## src/rtl/rps_match_scorer.sv

```systemverilog
// Rock-paper-scissors match engine: judges rounds, keeps saturating scores and drives a 4-digit display.
// Optional build macro RPS_LFSR_CPU_EN replaces the compu input with an on-chip 8-bit LFSR move source.
module rps_match_scorer #(
  parameter int SCORE_W    = 7,
  parameter int WIN_TARGET = 5,
  parameter int SCAN_DIV   = 250000
) (
  input  logic               CLK,
  input  logic               RST_N,
  input  logic               play,
  input  logic               clear,
  input  logic [2:0]         user,
  input  logic [2:0]         compu,
  output logic [1:0]         winornot,
  output logic [SCORE_W-1:0] user_score,
  output logic [SCORE_W-1:0] cpu_score,
  output logic               match_over,
  output logic [1:0]         champion,
  output logic [6:0]         seg,
  output logic [3:0]         COM
);

  localparam int DIV_W = (SCAN_DIV > 2) ? $clog2(SCAN_DIV) : 1;

  typedef enum logic [1:0] {IDLE, JUDGE, OVER} state_t;

  state_t state, state_nxt;

  logic       play_q, round_req;
  logic [2:0] move_u, move_c, cpu_pick;
  logic [3:0] u_ones, u_tens, c_ones, c_tens;
  logic       valid_u, valid_c, user_wins, cpu_wins;
  logic       user_inc, cpu_inc, reach;
  logic [1:0] result;

  assign round_req = play & ~play_q;

`ifdef RPS_LFSR_CPU_EN
  logic [7:0] lfsr;
  logic       unused_compu;

  assign unused_compu = ^compu;

  always_ff @(posedge CLK) begin
    if (!RST_N) lfsr <= 8'hA5;
    else        lfsr <= {lfsr[6:0], lfsr[7] ^ lfsr[5] ^ lfsr[4] ^ lfsr[3]};
  end

  always_comb begin
    case (lfsr % 8'd3)
      8'd0:    cpu_pick = 3'b001;
      8'd1:    cpu_pick = 3'b010;
      default: cpu_pick = 3'b100;
    endcase
  end
`else
  assign cpu_pick = compu;
`endif

  function automatic logic onehot3(input logic [2:0] m);
    return (m == 3'b001) || (m == 3'b010) || (m == 3'b100);
  endfunction

  function automatic logic beats(input logic [2:0] a, input logic [2:0] b);
    return (a == 3'b001 && b == 3'b100) ||
           (a == 3'b100 && b == 3'b010) ||
           (a == 3'b010 && b == 3'b001);
  endfunction

  always_comb begin
    valid_u   = onehot3(move_u);
    valid_c   = onehot3(move_c);
    user_wins = valid_u && valid_c && beats(move_u, move_c);
    cpu_wins  = valid_u && valid_c && beats(move_c, move_u);
    if (!(valid_u && valid_c)) result = 2'b11;
    else if (user_wins)        result = 2'b10;
    else if (cpu_wins)         result = 2'b01;
    else                       result = 2'b00;
    user_inc = user_wins && (user_score < SCORE_W'(WIN_TARGET));
    cpu_inc  = cpu_wins  && (cpu_score  < SCORE_W'(WIN_TARGET));
    reach    = (user_inc && user_score == SCORE_W'(WIN_TARGET - 1)) ||
               (cpu_inc  && cpu_score  == SCORE_W'(WIN_TARGET - 1));
  end

  always_ff @(posedge CLK) begin
    if (!RST_N) state <= IDLE;
    else        state <= state_nxt;
  end

  // clear overrides everything, including a round request in the same cycle
  always_comb begin
    state_nxt = state;
    case (state)
      IDLE:    if (round_req) state_nxt = JUDGE;
      JUDGE:   state_nxt = reach ? OVER : IDLE;
      OVER:    state_nxt = OVER;
      default: state_nxt = IDLE;
    endcase
    if (clear) state_nxt = IDLE;
  end

  assign match_over = (state == OVER);

  function automatic logic [7:0] bcd_inc(input logic [3:0] tens, input logic [3:0] ones);
    if (ones == 4'd9) return {tens + 4'd1, 4'd0};
    else              return {tens, ones + 4'd1};
  endfunction

  always_ff @(posedge CLK) begin
    if (!RST_N) begin
      play_q     <= 1'b0;
      move_u     <= 3'b000;
      move_c     <= 3'b000;
      winornot   <= 2'b00;
      user_score <= '0;
      cpu_score  <= '0;
      u_ones     <= 4'd0;
      u_tens     <= 4'd0;
      c_ones     <= 4'd0;
      c_tens     <= 4'd0;
      champion   <= 2'b00;
    end else begin
      play_q <= play;
      if (clear) begin
        winornot   <= 2'b00;
        user_score <= '0;
        cpu_score  <= '0;
        u_ones     <= 4'd0;
        u_tens     <= 4'd0;
        c_ones     <= 4'd0;
        c_tens     <= 4'd0;
        champion   <= 2'b00;
      end else if (state == IDLE && round_req) begin
        move_u <= user;
        move_c <= cpu_pick;
      end else if (state == JUDGE) begin
        winornot <= result;
        if (user_inc) begin
          user_score       <= user_score + SCORE_W'(1);
          {u_tens, u_ones} <= bcd_inc(u_tens, u_ones);
        end
        if (cpu_inc) begin
          cpu_score        <= cpu_score + SCORE_W'(1);
          {c_tens, c_ones} <= bcd_inc(c_tens, c_ones);
        end
        if (reach) champion <= user_inc ? 2'b10 : 2'b01;
      end
    end
  end

  logic [DIV_W-1:0] div;
  logic [1:0]       slot, slot_nxt;
  logic [3:0]       digit;
  logic             blank;

  function automatic logic [6:0] glyph(input logic [3:0] d);
    case (d)
      4'd0:    return 7'b0000001;
      4'd1:    return 7'b1001111;
      4'd2:    return 7'b0010010;
      4'd3:    return 7'b0000110;
      4'd4:    return 7'b1001100;
      4'd5:    return 7'b0100100;
      4'd6:    return 7'b0100000;
      4'd7:    return 7'b0001111;
      4'd8:    return 7'b0000000;
      4'd9:    return 7'b0000100;
      default: return 7'b1111111;
    endcase
  endfunction

  // seg is looked up for the slot being entered so it changes on the same edge as COM
  always_comb begin
    slot_nxt = slot - 2'd1;
    digit    = 4'd0;
    blank    = 1'b0;
    case (slot_nxt)
      2'd3: begin digit = u_tens; blank = (u_tens == 4'd0); end
      2'd2: digit = u_ones;
      2'd1: begin digit = c_tens; blank = (c_tens == 4'd0); end
      default: digit = c_ones;
    endcase
  end

  always_ff @(posedge CLK) begin
    if (!RST_N) begin
      div  <= '0;
      slot <= 2'd3;
      COM  <= 4'b0111;
      seg  <= 7'b0000001;
    end else if (div == DIV_W'(SCAN_DIV - 1)) begin
      div  <= '0;
      slot <= slot_nxt;
      COM  <= ~(4'b0001 << slot_nxt);
      seg  <= blank ? 7'b1111111 : glyph(digit);
    end else begin
      div <= div + DIV_W'(1);
    end
  end

endmodule

```

## config.mk

```make
export PLATFORM = sky130hd
export DESIGN_NAME = rps_match_scorer
export DESIGN_NICKNAME = d
export VERILOG_FILES = /design/src/rtl/rps_match_scorer.sv
export SDC_FILE = /design/constraint.sdc
export NUM_CORES = 1
export LEC_CHECK = 0
export CELL_PAD_IN_SITES_DETAIL_PLACEMENT = 1
export CELL_PAD_IN_SITES_GLOBAL_PLACEMENT = 1
export CORE_ASPECT_RATIO = 1.5
export CORE_MARGIN = 2
export CORE_UTILIZATION = 45
export CTS_BUF_LIST = sky130_fd_sc_hd__clkbuf_8
export CTS_CLUSTER_DIAMETER = 120
export DETAILED_ROUTE_END_ITERATION = 7
export HOLD_SLACK_MARGIN = 0.12
export PLACE_DENSITY = 0.89
export SYNTH_ARGS = -nofsm -noshare
export SYNTH_HDL_FRONTEND = slang
export SYNTH_SLANG_ARGS = --single-unit
export TNS_END_PERCENT = 1
```

## constraint.sdc

```tcl
create_clock -name CLK -period 2.4 [get_ports CLK]
set_input_delay 0.24 -clock CLK [delete_from_list [all_inputs] [get_ports CLK]]
set_output_delay 0.24 -clock CLK [all_outputs]
set_load 0.05 [all_outputs]
```

## Word-level counts from Yosys, hierarchy flattened

Memory sizes are Yosys's and may differ from the RTL's.
Index checks and enable logic that the tools add are counted.

| storage, ports and cells | value |
|---|---|
| register bits after elaboration | 74 |
| memory bits (read-only) | 112 |
| input port bits | 10 |
| output and inout port bits | 30 |
| logic and storage cells | 98 |
| memories kept | 1 |

| operators by class | value |
|---|---|
| add/subtract/negate cells | 8 |
| order comparisons | 2 |
| eq/ne operators | 17 |
| shifts and indexed selects | 1 |
| muxes and demuxes | 12 |
| bitwise operators | 6 |
| reductions and logical operators | 35 |

Memory list:

| memory | words | width | read ports | clocked after Yosys merged registers in | write ports | line | text |
|---|---|---|---|---|---|---|---|
| (no name shown) | 16 | 7 | 1 | 0 | 0 | 157 | `case (d)` |

Operators by type and width:

| operator | count |
|---|---|
| $add A18 B1 Y18 const B | 1 |
| $eq A18 B18 Y1 const B | 1 |
| $add A4 B1 Y4 const B | 4 |
| $add A7 B1 Y7 const B | 2 |
| $eq A7 B3 Y1 const B | 2 |
| $logic_and A1 B1 Y1 | 14 |
| $lt A7 B3 Y1 const B | 2 |
| $pmux W4 S3 | 1 |
| $mux W2 | 5 |
| $logic_or A1 B1 Y1 | 9 |
| $reduce_and A3 Y1 | 3 |
| $eq A4 B4 Y1 const B | 2 |
| $logic_not A4 Y1 | 2 |
| $mux W4 | 2 |
| $reduce_and A4 Y1 | 2 |
| $mux W7 | 1 |
| $eq A2 B2 Y1 const B | 3 |
| $eq A3 B1 Y1 const B | 2 |
| $eq A3 B2 Y1 const B | 2 |
| $eq A3 B3 Y1 const B | 2 |
| $pmux W2 S3 | 1 |
| $eq A2 B1 Y1 const B | 2 |
| $not A1 Y1 | 4 |
| $not A4 Y4 | 1 |
| other kinds (9) | 11 |

## Longest topological paths before layout

Gate-level depths: netlist (run 1).

| logic depth | value |
|---|---|
| depth in word-level cells | 10 |
| mapped depth | 9 |
| mapped depth without buffers | 9 |

## Worst setup path after synthesis (run 1)

OpenSTA, ideal clock, no wires.

| timing path | value |
|---|---|
| path type | register to register |
| start point | reg slot[0] |
| end point | reg seg[1] |
| setup time | 135 ps |
| arrival time | 2010 ps |
| required time | 2265 ps |
| path slack | 255 ps |
| stages on the path, launching flop included | 10 |
| path buffers | 0 |
| cell sequence | dfxtp_1 > inv_1 > ha_1 > a222oi_1 > mux2i_1 > inv_1 > ha_1 > nor2_1 > a2111oi_0 > o22ai_1 |

| between the ends | value |
|---|---|
| longest elaborated chain between the ends | 5 |
| elaborated cells on any way between the ends | 8 |
| those cells by class | 1 x add/sub; 3 x eq/ne; 3 x mux; 1 x memory |

RTL lines:

| element | line | text |
|---|---|---|
| start: declaration | 152 | `logic [1:0] slot, slot_nxt;` |
| start signal: assignment | 193 | `slot <= slot_nxt;` |
| $sub A2 B1 Y2 * | 174 | `slot_nxt = slot - 2'd1;` |
| named net slot_nxt[0] | 152 |  |
| $eq A2 B1 Y1 or $eq A2 B2 Y1 (tied branches) | 177 | `case (slot_nxt)` |
| $pmux W4 S3 | 177 |  |
| $mem_v2 Z16 W7 | -- |  |
| $mux W7 * | 195 | `seg <= blank ? 7'b1111111 : glyph(digit);` |
| end signal: assignment | 195 |  |
| end: declaration | 19 | `output logic [6:0] seg,` |

Mark *: on every way through the listed nets, which the timed path passes. The rest lies on a longest branch.
A chain may end at the register's enable or synchronous reset.

## Final worst setup path (run 1)

| timing path | value |
|---|---|
| start point | reg slot[0] |
| end point | reg seg[1] |

| between the ends | value |
|---|---|
| longest elaborated chain between the ends | 5 |
| elaborated cells on any way between the ends | 8 |
| those cells by class | 1 x add/sub; 3 x eq/ne; 3 x mux; 1 x memory |

RTL lines:

| element | line |
|---|---|
| $sub A2 B1 Y2 * | 174 |
| $eq A2 B1 Y1 or $eq A2 B2 Y1 (tied branches) | 177 |
| $pmux W4 S3 | 177 |
| $mem_v2 Z16 W7 | -- |
| $mux W7 * | 195 |

Mark *: on every way between the ends. The rest lies on a longest branch, timed or not.

==> results of run 1 <==
## per-layer routing
layer / up-vias / wire [um] / share of wire, %
met3: 25 / 274 / 3.0
met4: 0 / 318 / 3.5
li1: 1491 / - / -
met1: 1504 / 3340 / 37
met2: 66 / 5120 / 57
met5: - / 0 / 0
## final cells by class
type	instances	area, sq um
Timing Repair Buffer	50	473
Multi-Input combinational cell	289	2130
Sequential cell	74	1480
Tap cell	105	131
Clock inverter	6	35.0
Fill cell	941	3580
Inverter	23	86.3
Clock buffer	10	138
## power by group
part / switching (mW) / internal (mW)
Sequential: 0.0182 / 1.24
Clock: 0.474 / 0.394
Combinational: 0.0527 / 0.0443
Total: 0.545 / 1.68
## worst max-delay path, stage by stage (launching register included)
cell and delay [ps]:
dfxtp_1 320, buf_4 150, ha_1 250, a222oi_1 360, mux2i_1 180, inv_2 140, ha_1 190, nor2_1 60
a2111oi_2 360, o22ai_1 100
## synthesized netlist by cell type (6+ instances only)
master	number	area, sq um
nor3_1	6	30.0
mux2i_1	18	180
and2_1	12	75.1
o21ai_0	9	45.0
xor2_1	13	114
nand2_1	21	78.8
clkbuf_1	6	22.5
xnor2_1	17	149
nor2b_1	13	81.3
dfxtp_1	74	1480
nor2_1	46	173
nand3_1	17	85.1
inv_1	23	86.3
ha_1	20	250
a21oi_1	16	80.1
## flip-flops by register name, summed over array words and instances (netlist names), 4 cells and up
signal and flops:
div 18, cpu_score 7, seg 7, user_score 7, COM 4, c_ones 4
c_tens 4, u_ones 4, u_tens 4
## stage by stage
step / power (mW) / cells
2_1_floorplan: 1.34 / 399
3_3_place_gp: 1.38 / 537
3_5_place_dp: 1.38 / 537
4_1_cts: 2.24 / 554
5_1_grt: 2.30 / 557
6_report: 2.22 / 557
## layout by cell type (no fill, tap or decap), drive strengths merged, types with 17 or more instances in the layout
master,instances
inv,25
ha,20
nor2,47
mux2i,18
nand2,23
dfxtp,74
clkdlybuf4s50,39
a21oi,18
nand3,18
xnor2,17
## path summary, 6_finish.rpt
| kind | to | slack [ps] | cells past startpoint |
|---|---|---|---|
| worst max-delay path | seg[1]$_SDFFE_PN0P_ | 150 | 9 |
| worst min register to register | winornot[0]$_SDFFE_PP0P_ | 450 | 2 |
| worst min-delay path | winornot[0]$_SDFFE_PP0P_ | 450 | 2 |
| worst max register to register | seg[1]$_SDFFE_PN0P_ | 150 | 9 |
## cell families after synthesis
| kind of cell | count (synthesis) |
|---|---|
| adder cells (fa/ha/maj) | 20 |
| multiplexers | 20 |
| buffers and inverters | 36 |
| AO/OA/AOI/OAI | 67 |
| XOR/XNOR | 30 |
| AND/OR/NAND/NOR | 152 |
| flip-flops | 74 |
## timing repair
| action | 4_1_cts | 5_1_grt |
|---|---|---|
| pin swaps | 0 | 2 |
| setup buffers | 1 | 3 |
| gates resized for setup | 0 | 7 |
| endpoints found under the setup margin | 1 | 4 |
==> out/metrics.yaml, run 1 <==
timing:
  period_needed_ps: 2250
  final-setup-viol-count: 0
  clock_skew_ps: 14.9
  max_freq_ghz: 0.444
  fin_hold_ws_ps: 454
  hold_violations: 0
  max-slew-margin-rel_pct: 56.4
  setup_tns_ps: 0
  worst_slack_ps: 147
  worstMarginPinSlew_ps: 650
  fin_crit_sh_pct: 93.9
  slew_violations: 0
placed_design:
  io_buffers: 39
  place_ws_ps: -9.65
  dpl-instance-area_sq_um: 4260
  dpl.hpwl_um: 6640
  gp_congestion: 0.867
grt:
  use_met2_pct: 39.3
  grt_use_met1_pct: 21.0
  grt-ovfl-total: 0
  met3_usage_pct: 3.66
  grt_usage_pct: 20.9
  grt_pass1_vias: 3174
  grt_max_degree: 24
  grt_antenna_before_repair: 0
  busiest_layer: "met2"
  grt_pass1_wl_um: 14800
floorplanning:
  fp.dieW_um: 78.6
  die_y_um: 116
  rows: 40
  io_pins: 40
  dieArea_sq_um: 9110
  start_util_pct: 46.6
  core_area_sq_um: 8060
worst_setup_path:
  cp_max_fo: 5
  criticalPathCategory: "reg2reg"
  cp.arrival_ps: 2490
  cp-start-kind: "flop"
  crit_path_end_kind: "flop"
  r2r-start: "slot[0]$_SDFFE_PN1P_"
  setup.worst_path.start: "slot[0]$_SDFFE_PN1P_"
  required_ps: 2630
layout:
  fin_nets: 477
  areaGrowthSynthToFinish_pct: 19.3
  utilization_pct: 55.6
  n_antenna_cell: 0
  layout-drive-gt1-share_pct: 13.9
  stdcell_area_sq_um: 4480
logic_synthesis:
  syn_area_sq_um: 3750
  avgSynthCellArea_sq_um: 9.41
  ys_ff_latch: 74
  synth_nets: 429
  yosysWarnings: 0
  netlist_instances: 399
  yosys-mux-area-fraction_pct: 5.40
  synth-xor-area-share_pct: 7.00
  synth_compound_area_share_pct: 14.0
  seq_area_frac_synth_pct: 39.5
  synth_enable_flop_cells: 0
  yosys.area_share.simple_pct: 23.4
  synth_cell_types: 59
  synth_top_family_by_area: "simple AND/OR/NAND/NOR gates"
  ys.flop_type: "dfxtp_1"
  synth_adder_area_share_pct: 6.66
  ys_async_sr_fraction_pct: 0
power:
  p_leak_nw: 1.60
  vdd_drop_max_uv: 365
  p_per_area_nw_per_um2: 496
clock_network:
  cts_max_level: 3
  cts_buffers: 9
  cts_sinks: 74
  root_buffer: "clkbuf_8"
  cts_tree: "yes"
  clk_path_buf_depth: 2
  holdBufCountCts: 0
  clock_latency_ps: 370
  clk_pin_slew_ps: 70
detailed_routing:
  wl_per_cell_um: 16.3
  via_per_inst: 5.54
  first_pass_iters: 5
  vias: 3086
  ant_nets: 0
  drtIter0Drc: 95
  routed_wl_um: 9050
  drc_errors: 0
hold_path:
  min-delay-start: "winornot[0]$_SDFFE_PP0P_"
  hold_path_class: "reg2reg"
flow_run:
  drv_cap: 0
status:
  run_status: "finished clean"
Power figures use the tool's default switching activity.
==> run 2, diff against run 1 <==
--- a/config.mk
+++ b/config.mk
@@ -5,6 +5,7 @@
 export SDC_FILE = /design/constraint.sdc
 export NUM_CORES = 1
 export LEC_CHECK = 0
+export ABC_CLOCK_PERIOD_IN_PS = 2400
 export CELL_PAD_IN_SITES_DETAIL_PLACEMENT = 1
 export CELL_PAD_IN_SITES_GLOBAL_PLACEMENT = 1
 export CORE_ASPECT_RATIO = 1.5
@@ -15,6 +16,7 @@
 export DETAILED_ROUTE_END_ITERATION = 7
 export HOLD_SLACK_MARGIN = 0.12
 export PLACE_DENSITY = 0.89
+export REMOVE_ABC_BUFFERS = 1
 export SYNTH_ARGS = -nofsm -noshare
 export SYNTH_HDL_FRONTEND = slang
 export SYNTH_SLANG_ARGS = --single-unit
==> out/metrics.yaml, run 2 (same netlist as run 1, synthesis figures left out) <==
status:
  run_status: "finished clean"
detailed_routing:
  dr.max_layer_used: "met4"
  drc_errors: 0  # unchanged
  ant_nets: 0  # unchanged
  routed_wl_um: 9380  # +3.6%
  first_pass_iters: 4  # -1
  wl_met1_um: 3660  # +9.7%
  via_per_inst: 5.48  # -1.2%
  vias: 3034  # -1.7%
  wl_per_cell_um: 16.9  # +4.2%
  drtIter0Drc: 176  # +85%
  dr_wl_met3_um: 253  # -7.7%
  dr_wl_met2_um: 5210  # +1.8%
power:
  internal_power_mw: 1.74  # +3.9%
  finalPower_mw: 2.30  # +3.4%
  power_frac_seq_pct: 54.6  # -2.0 points
  vdd_drop_max_uv: 358  # -1.7%
  p_leak_nw: 1.60  # +0.24%
  p_per_area_nw_per_um2: 512  # +3.3%
  switching_share_pct: 24.2  # -0.34 points
  comb_power_share_pct: 4.4  # about the same
  p_switching_mw: 0.556  # +2.0%
  p_clk_share_pct: 41.0  # +1.9 points
flow_run:
  drv_cap: 0  # unchanged
worst_setup_path:
  cp.arrival_ps: 2560  # +70 ps
  cp_max_fo: 6  # +1
  cp-start-kind: "flop"
  criticalPathCategory: "reg2reg"
  crit_path_end_kind: "flop"
  required_ps: 2650  # +20 ps
layout:
  top_register: "div"
  stdcell_area_sq_um: 4480  # about the same
  layout_common_cells: "dfxtp_1, nor2_1, clkdlybuf4s50_1"
  largest_register_ff_count: 18  # unchanged
  n_antenna_cell: 0  # unchanged
  areaGrowthSynthToFinish_pct: 19.4  # about the same
  fin_nets: 474  # -0.63%
  utilization_pct: 55.6  # about the same
  layout-drive-gt1-share_pct: 12.9  # -1.0 points
  mostFrequentLayoutCell: "dfxtp_1"
  fillCellCount: 931  # -1.1%
timing:
  worst_slack_ps: 87.8  # -59.5 ps
  hold_violations: 0  # unchanged
  clock_skew_ps: 10.1  # -4.76 ps
  period_needed_ps: 2310  # +59.5 ps
  max-slew-margin-rel_pct: 57.6  # +1.3 points
  worstMarginPinSlew_ps: 631  # -18.7 ps
  final-setup-viol-count: 0  # unchanged
  slew_violations: 0  # unchanged
  max_freq_ghz: 0.432  # -2.6%
  fin_crit_sh_pct: 96.3  # +2.5 points
placed_design:
  io_buffers: 39  # unchanged
  gp_congestion: 0.840  # -3.1%
  place_ws_ps: -49.1  # -39.4 ps
  dpl.hpwl_um: 6880  # +3.6%
  dpl-instance-area_sq_um: 4270  # +0.12%
floorplanning:
  start_util_pct: 46.6  # unchanged
  dieArea_sq_um: 9110  # unchanged
  rows: 40  # unchanged
  core_area_sq_um: 8060  # unchanged
  fp.dieW_um: 78.6  # unchanged
  io_pins: 40  # unchanged
  die_y_um: 116  # unchanged
hold_path:
  hold_path_class: "reg2reg"
clock_network:
  holdBufCountCts: 0  # unchanged
  root_buffer: "clkbuf_8"
  cts_tree: "yes"
  clk_pin_slew_ps: 80  # about the same
  cts_sinks: 74  # unchanged
  cts_buffers: 9  # unchanged
  cts_max_level: 3  # unchanged
  clk_path_buf_depth: 2  # unchanged
  clock_latency_ps: 370  # about the same
grt:
  grt-ovfl-total: 0  # unchanged
  grt_pass1_vias: 3336  # +5.1%
  grt_max_degree: 26  # +8.3%
  grt_usage_pct: 22.1  # +1.3 points
  grt_pass1_wl_um: 15700  # +5.9%
  grt_antenna_before_repair: 0  # unchanged
## run 2: changes by cell type in the layout (fill, tap and decap cells not counted)
cell	change
dfxtp_1	+1
ha_1	+2
inv_1	-1
ha_2	-2
clkbuf_8	+2
buf_4	-4
buf_12	+1
clkinv_2	-1
dfxtp_2	-1
## run 2: worst max-delay path, stage by stage, from the launching register on
cell and delay (ps):
dfxtp_1 340, inv_1 70, ha_1 280, a222oi_1 410, mux2i_1 170, buf_4 170, ha_1 230, nor3_1 270
a211o_1 160, o211ai_2 80
## run 2: what timing repair did
item | CTS | global route
gates resized for setup | 1 | 3
pin swaps | 0 | 1
buffers inserted | 2 | 0
endpoints found under the setup margin | 1 | 1
gates cloned | 0 | 0
## run 2: routing by layer
metal,global-route usage [%],up-vias
met5,0,-
li1,-,1488
met4,11.0,0
met1,22.7,1482
met3,5.53,19
met2,41.3,45
## run 2: final timing paths
check                  startpoint             endpoint  slack [ps]  cells after the start
max          slot[0]$_SDFFE_PN1P_  seg[0]$_SDFFE_PN1P_          90                      9
min           seg[1]$_SDFFE_PN0P_  seg[1]$_SDFFE_PN0P_         480                      2
max reg2reg  slot[0]$_SDFFE_PN1P_  seg[0]$_SDFFE_PN1P_          90                      9
min reg2reg   seg[1]$_SDFFE_PN0P_  seg[1]$_SDFFE_PN0P_         480                      2
## run 2: metrics by stage
stage | setup TNS, ps | hold WS [ps] | std cells
5_1_grt | -18.5 | 506 | 554
6_report | 0 | 482 | 554
3_3_place_gp | 0 | 440 | 536
4_1_cts | 0 | 486 | 554
2_1_floorplan | 0 | 302 | 386
3_5_place_dp | -49.1 | 458 | 536
## run 2: power groups by stage
| stage | clock network, mW | registers, mW | logic, mW |
|---|---|---|---|
| after floorplan | 0 | 1.28 | 0.0527 |
| after global placement | 0 | 1.28 | 0.0982 |
| after detailed placement | 0 | 1.28 | 0.102 |
| after CTS | 0.965 | 1.25 | 0.103 |
| after global routing | 1.01 | 1.26 | 0.112 |
| final | 0.941 | 1.25 | 0.102 |
## run 2: cell type report
type / count / area [sq um] / share of cell area, %
clock buffer: 12 / 165 / 3.69
clock inverter: 4 / 26.3 / 0.586
inverter: 23 / 86.3 / 1.93
multi-input combinational: 289 / 2130 / 47.5
sequential: 74 / 1480 / 33.1
tap: 105 / 131 / 2.93
timing repair buffer: 47 / 463 / 10.3
